### src/rtl/frame_draw_sequencer.sv
// Per-frame draw scheduler: clears the back buffer, drains queued rectangle fills into
// sdram_interface, then requests a buffer swap. Optional macro DROP_EMPTY_RECT_EN.
module frame_draw_sequencer #(
  parameter int unsigned FIFO_DEPTH  = 8,
  parameter int unsigned X_W         = 10,
  parameter int unsigned Y_W         = 9,
  parameter logic [31:0] BUF0_BASE   = 32'h0000_0000,
  parameter logic [31:0] BUF1_BASE   = 32'h0012_C000,
  parameter logic [31:0] CLEAR_COLOR = 32'h0000_0000
) (
  input  logic           sys_clk,
  input  logic           sys_reset,
  input  logic           frame_go,
  input  logic           frame_commit,
  input  logic           cmd_valid,
  output logic           cmd_ready,
  input  logic [X_W-1:0] cmd_x_start,
  input  logic [X_W-1:0] cmd_x_length,
  input  logic [Y_W-1:0] cmd_y_start,
  input  logic [Y_W-1:0] cmd_y_length,
  input  logic [31:0]    cmd_color,
  output logic           if_start,
  output logic           if_clear,
  output logic [X_W-1:0] if_x_start,
  output logic [X_W-1:0] if_x_length,
  output logic [Y_W-1:0] if_y_start,
  output logic [Y_W-1:0] if_y_length,
  output logic [31:0]    if_new_color,
  output logic [31:0]    if_base_addr_offset,
  input  logic           if_done,
  output logic           swap_buffer,
  input  logic           swap_done,
  output logic           back_buf,
  output logic           frame_busy
);

  localparam int unsigned AW = (FIFO_DEPTH > 1) ? $clog2(FIFO_DEPTH) : 1;
  localparam int unsigned CW = 2 * X_W + 2 * Y_W + 32;
  localparam logic [AW:0] DEPTH_C = (AW + 1)'(FIFO_DEPTH);

  typedef enum logic [2:0] {
    IDLE, CLEAR_ISSUE, CLEAR_WAIT, DRAW_IDLE, DRAW_ISSUE, DRAW_WAIT, SWAP_ISSUE, SWAP_WAIT
  } state_e;

  state_e         state_q, state_d;
  logic [CW-1:0]  fifo_mem_q [FIFO_DEPTH];
  logic [AW-1:0]  wr_ptr_q, rd_ptr_q;
  logic [AW:0]    count_q;
  logic           commit_pending_q;
  logic           back_buf_q;
  logic           clear_q;
  logic [X_W-1:0] x_start_q, x_length_q;
  logic [Y_W-1:0] y_start_q, y_length_q;
  logic [31:0]    color_q;

  logic           fifo_empty, fifo_full, push, pop;
  logic           load_clear, load_draw, swap_exit, drop_head;
  logic [X_W-1:0] head_x_start, head_x_length;
  logic [Y_W-1:0] head_y_start, head_y_length;
  logic [31:0]    head_color;

  assign fifo_empty = (count_q == '0);
  assign fifo_full  = (count_q == DEPTH_C);
  // A pop in this cycle frees a slot, so a full FIFO can still accept a push.
  assign cmd_ready  = !fifo_full || pop;
  assign push       = cmd_valid && cmd_ready;

  assign {head_x_start, head_x_length, head_y_start, head_y_length, head_color} =
      fifo_mem_q[rd_ptr_q];

`ifdef DROP_EMPTY_RECT_EN
  assign drop_head = (head_x_length == '0) || (head_y_length == '0);
`else
  assign drop_head = 1'b0;
`endif

  always_comb begin
    state_d    = state_q;
    pop        = 1'b0;
    load_clear = 1'b0;
    load_draw  = 1'b0;
    swap_exit  = 1'b0;
    case (state_q)
      IDLE: if (frame_go) begin
        state_d    = CLEAR_ISSUE;
        load_clear = 1'b1;
      end
      CLEAR_ISSUE: state_d = CLEAR_WAIT;
      CLEAR_WAIT:  if (if_done) state_d = DRAW_IDLE;
      DRAW_IDLE: begin
        if (!fifo_empty) begin
          pop = 1'b1;
          if (!drop_head) begin
            state_d   = DRAW_ISSUE;
            load_draw = 1'b1;
          end
        end else if (commit_pending_q) begin
          state_d = SWAP_ISSUE;
        end
      end
      DRAW_ISSUE: state_d = DRAW_WAIT;
      DRAW_WAIT:  if (if_done) state_d = DRAW_IDLE;
      SWAP_ISSUE: state_d = SWAP_WAIT;
      SWAP_WAIT: if (swap_done) begin
        state_d   = IDLE;
        swap_exit = 1'b1;
      end
      default: state_d = IDLE;
    endcase
  end

  // Storage needs no reset: pointers and count define the contents.
  always_ff @(posedge sys_clk) begin
    if (push) begin
      fifo_mem_q[wr_ptr_q] <= {cmd_x_start, cmd_x_length, cmd_y_start, cmd_y_length, cmd_color};
    end
  end

  always_ff @(posedge sys_clk) begin
    if (sys_reset) begin
      state_q          <= IDLE;
      wr_ptr_q         <= '0;
      rd_ptr_q         <= '0;
      count_q          <= '0;
      commit_pending_q <= 1'b0;
      back_buf_q       <= 1'b1;
      clear_q          <= 1'b0;
      x_start_q        <= '0;
      x_length_q       <= '0;
      y_start_q        <= '0;
      y_length_q       <= '0;
      color_q          <= '0;
    end else begin
      state_q <= state_d;
      if (push) wr_ptr_q <= wr_ptr_q + 1'b1;
      if (pop)  rd_ptr_q <= rd_ptr_q + 1'b1;
      case ({push, pop})
        2'b10:   count_q <= count_q + 1'b1;
        2'b01:   count_q <= count_q - 1'b1;
        default: count_q <= count_q;
      endcase
      if (swap_exit) begin
        commit_pending_q <= 1'b0;
        back_buf_q       <= !back_buf_q;
      end else if (frame_commit && (state_q != IDLE)) begin
        commit_pending_q <= 1'b1;
      end
      if (load_clear) begin
        clear_q    <= 1'b1;
        x_start_q  <= '0;
        x_length_q <= X_W'(1);
        y_start_q  <= '0;
        y_length_q <= Y_W'(1);
        color_q    <= CLEAR_COLOR;
      end else if (load_draw) begin
        clear_q    <= 1'b0;
        x_start_q  <= head_x_start;
        x_length_q <= head_x_length;
        y_start_q  <= head_y_start;
        y_length_q <= head_y_length;
        color_q    <= head_color;
      end
    end
  end

  assign if_start            = (state_q == CLEAR_ISSUE) || (state_q == DRAW_ISSUE);
  assign swap_buffer         = (state_q == SWAP_ISSUE);
  assign frame_busy          = (state_q != IDLE);
  assign back_buf            = back_buf_q;
  assign if_base_addr_offset = back_buf_q ? BUF1_BASE : BUF0_BASE;
  assign if_clear            = clear_q;
  assign if_x_start          = x_start_q;
  assign if_x_length         = x_length_q;
  assign if_y_start          = y_start_q;
  assign if_y_length         = y_length_q;
  assign if_new_color        = color_q;

endmodule

### config.mk
export PLATFORM = sky130hd
export DESIGN_NAME = frame_draw_sequencer
export DESIGN_NICKNAME = d
export VERILOG_FILES = /design/src/rtl/frame_draw_sequencer.sv
export SDC_FILE = /design/constraint.sdc
export NUM_CORES = 1
export LEC_CHECK = 0
export CORE_MARGIN = 2
export CORE_UTILIZATION = 52
export CTS_CLUSTER_SIZE = 10
export DETAILED_ROUTE_END_ITERATION = 7
export GPL_TIMING_DRIVEN = 0
export PLACE_DENSITY = 0.75
export SLEW_MARGIN = 30
export SYNTH_ARGS = -nofsm -noshare
export SYNTH_HDL_FRONTEND = slang
export SYNTH_SLANG_ARGS = --single-unit
export TNS_END_PERCENT = 5
### constraint.sdc
create_clock -name sys_clk -period 7.35 [get_ports sys_clk]
set_clock_uncertainty 0.1 [all_clocks]
set_input_delay 1.47 -clock sys_clk [delete_from_list [all_inputs] [get_ports sys_clk]]
set_output_delay 1.47 -clock sys_clk [all_outputs]
set_load 0.02 [all_outputs]
==> impl_metrics.toml <==
[setup_path]
critPathKind = "flop to primary output"
crit_path_max_fanout = 5
crit_required_ns = 5.78
cp-start-kind = "flop"
cpPeakStageDelay_ns = 0.63
crit_family = "simple AND/OR/NAND/NOR gates"
cp_cell_sequence = "nor3_1, nand3_1, clkdlybuf4s50_1"
critPathSlowestCell = "clkdlybuf4s50_1"
path_buf_inv = 1
endpoint_kind = "primary output"
arrival_ns = 2.25

[yosys]
synthCells = 1197
yosys_warnings = 0
synth_top_family_by_area = "multiplexers"
synth_compound_area_share_pct = 3.21
synthMuxAreaShare_pct = 15.7
synthArstFlopShare_pct = 0
synth_seq_cells = 649
synth.area.top_cells = "edfxtp_1, mux4_2, dfxtp_1, mux2i_1, a211oi_2"
synth-adder-area-share_pct = 0.283
postSynthAreaPerCell_um2 = 20.7
yosysSeqAreaShare_pct = 75.2
ys.flop_type = "edfxtp_1"
synthesis.area_mm2 = 0.0247
yosysTopAreaCellShare_pct = 68.0
synth-edff-count = 560
synth-xor-area-share_pct = 0.248
synth.distinct_cells = 40
synthSimpleGateAreaFrac_pct = 2.46
synth_top_cell_by_area = "edfxtp_1"

[drt]
dr_total_vias = 12500
detail-route-antenna-nets = 0
drt_iter0_drc = 1244
drc = 0
wire_per_inst_um = 24.8
drt-total-wl_mm = 53.9
vias_per_cell = 5.76
detailedRoute.firstPassIterationCount = 5

[timing]
hold_violations = 0
finalSetupTns_ns = 0
fmax_mhz = 262
rsz0062_at_grt = "false"
setup_viol = 0
maxSlewViolCount = 0
fin_crit_sh_pct = 52.0
period_minus_slack_ns = 3.82
relSlewSlack_pct = 46.8
worstMarginPinSlew_ns = 0.799

[floorplan]
coreArea_mm2 = 0.0468
ios = 185
die_height_um = 222
die_w_um = 222
start_util_pct = 52.9
fp.dieArea_mm2 = 0.0493
num_rows = 79

[finish]
fin_nets = 1585
post-route-util_pct = 64.8
synthToLayoutAreaGrowth_pct = 22.5
fin_cells = 2175
final_layout_size_suffix_gt1_share_pct = 25.9
fillers = 3062

[power]
p_leak_nw = 9.58
power_mw = 7.84
p_per_area_mw_per_mm2 = 259
max-vdd-ir-drop_v = 0.000149

[global_routing]
grt-ovfl-total = 0
grt_pass1_vias = 13000
grt_usage_pct = 22.2
antenna_found_initial = 8
grt_pass1_wl_mm = 80.7
grt_max_degree = 19

[clock_network]
clkLatencyLatePin_ns = 0.58
postCtsHoldBufs = 0
cts_tree = "built"
ctsResizeCount = 0
root_buffer = "clkbuf_16"
clk_pin_slew_ns = 0.06
cts.htree.levels = 3
clock-sinks = 649
clock_path_buffers = 3
postCtsSetupBuffers = 0
cts-buffers-inserted = 75

[placement]
placed_cells = 2033
port-buffer-count = 155
routabilityCongestion = 0.703
hpwl_mm = 34.9

[worst_hold_path]
hp-class = "flop to flop"

[status]
status = "finished clean"

[job]
drv_cap = 0
-- worst reg2reg max path: cells and delay by family (launching register included) --
| kind | cells | cell delay [ns] |
|---|---|---|
| buffers and inverters | 5 | 0.94 |
| and+or+nand+nor | 5 | 1.53 |
| DFF | 1 | 0.30 |
-- path summary, 6_finish.rpt --
kind | cells after the start | endpoint | startpoint | slack (ns)
setup / recovery | 3 | cmd_ready | count_q[1] | 3.53
setup reg to reg | 10 | fifo_mem_q[4][68] | state_q[2] | 4.16
hold reg to reg | 2 | if_new_color[20] | if_new_color[20] | 0.40
hold / removal | 2 | if_new_color[20] | if_new_color[20] | 0.40
-- cell usage after synthesis, types with 7 or more instances --
library cell,count
a211oi_1,38
a211oi_2,33
buf_2,33
buf_4,37
buf_6,14
clkbuf_1,13
dfxtp_1,89
edfxtp_1,560
mux2i_1,72
mux4_2,140
nand2_1,13
nand3_1,7
nor2_1,89
nor3_1,8
-- cells by family (layout without fill, tap and decap cells) --
family,count (synthesis),count (layout)
simple gates,133,133
mux,213,213
xor+xnor,7,7
fa+ha+maj,5,5
other cells,1,34
compound gates,85,85
flops,649,649
buf+inv,104,442
-- through the flow --
step / area [um^2] / hold slack (ns) / worst slack, ns
floorplan: 24900 / 0.362 / -0.0193
global placement: 27200 / 0.371 / -4.94
detailed placement: 28100 / 0.394 / 3.20
CTS: 30300 / 0.401 / 3.51
global route: 30300 / 0.422 / 3.40
finish: 30300 / 0.399 / 3.53
-- state kept, by name, summed over array words and instances, names as in the netlist, named ones only --
| register | flops |
|---|---|
| if_clear | 1 |
| commit_pending_q | 1 |
| if_x_start | 10 |
| wr_ptr_q | 3 |
| if_y_start | 9 |
| back_buf | 1 |
| fifo_mem_q | 560 |
| if_new_color | 32 |
| if_x_length | 10 |
| if_y_length | 9 |
| rd_ptr_q | 3 |
| state_q | 3 |
| count_q | 4 |
-- power breakdown --
group | internal, mW | switching (mW) | total [mW]
registers | 4.08 | 0.0278 | 4.11
clock network | 1.96 | 1.35 | 3.30
logic | 0.193 | 0.235 | 0.428
-- layout by cell type (no fill, tap or decap), types with 8 or more instances in the layout --
cell type / instances
mux2i_1: 72
clkdlybuf4s50_1: 155
buf_4: 49
a211oi_1: 38
clkbuf_16: 77
nor2_1: 83
nor2_4: 8
nand2_1: 13
buf_6: 16
buf_16: 25
dfxtp_1: 89
edfxtp_1: 560
clkbuf_1: 69
a211oi_2: 33
buf_2: 33
buf_8: 8
mux4_2: 140
conb_1: 28
-- per-layer routing --
metal	global-route usage (%)	part of all wire, %
met3	4.80	6.9
met1	29.1	40
met2	37.1	50
met4	7.50	2.3
met5	0	0.074
-- layout make-up --
type	instances	area (um^2)	area share (%)
sequential	649	18600	61.3
multi-input combinational	471	5580	18.4
timing repair buffer	202	2470	8.16
clock buffer	133	2140	7.05
tap	607	759	2.51
buffer	100	709	2.34
clock inverter	3	26.3	0.0867
inverter	4	15.0	0.0495
antenna	6	15.0	0.0495
(Power assumes the default switching activity.)
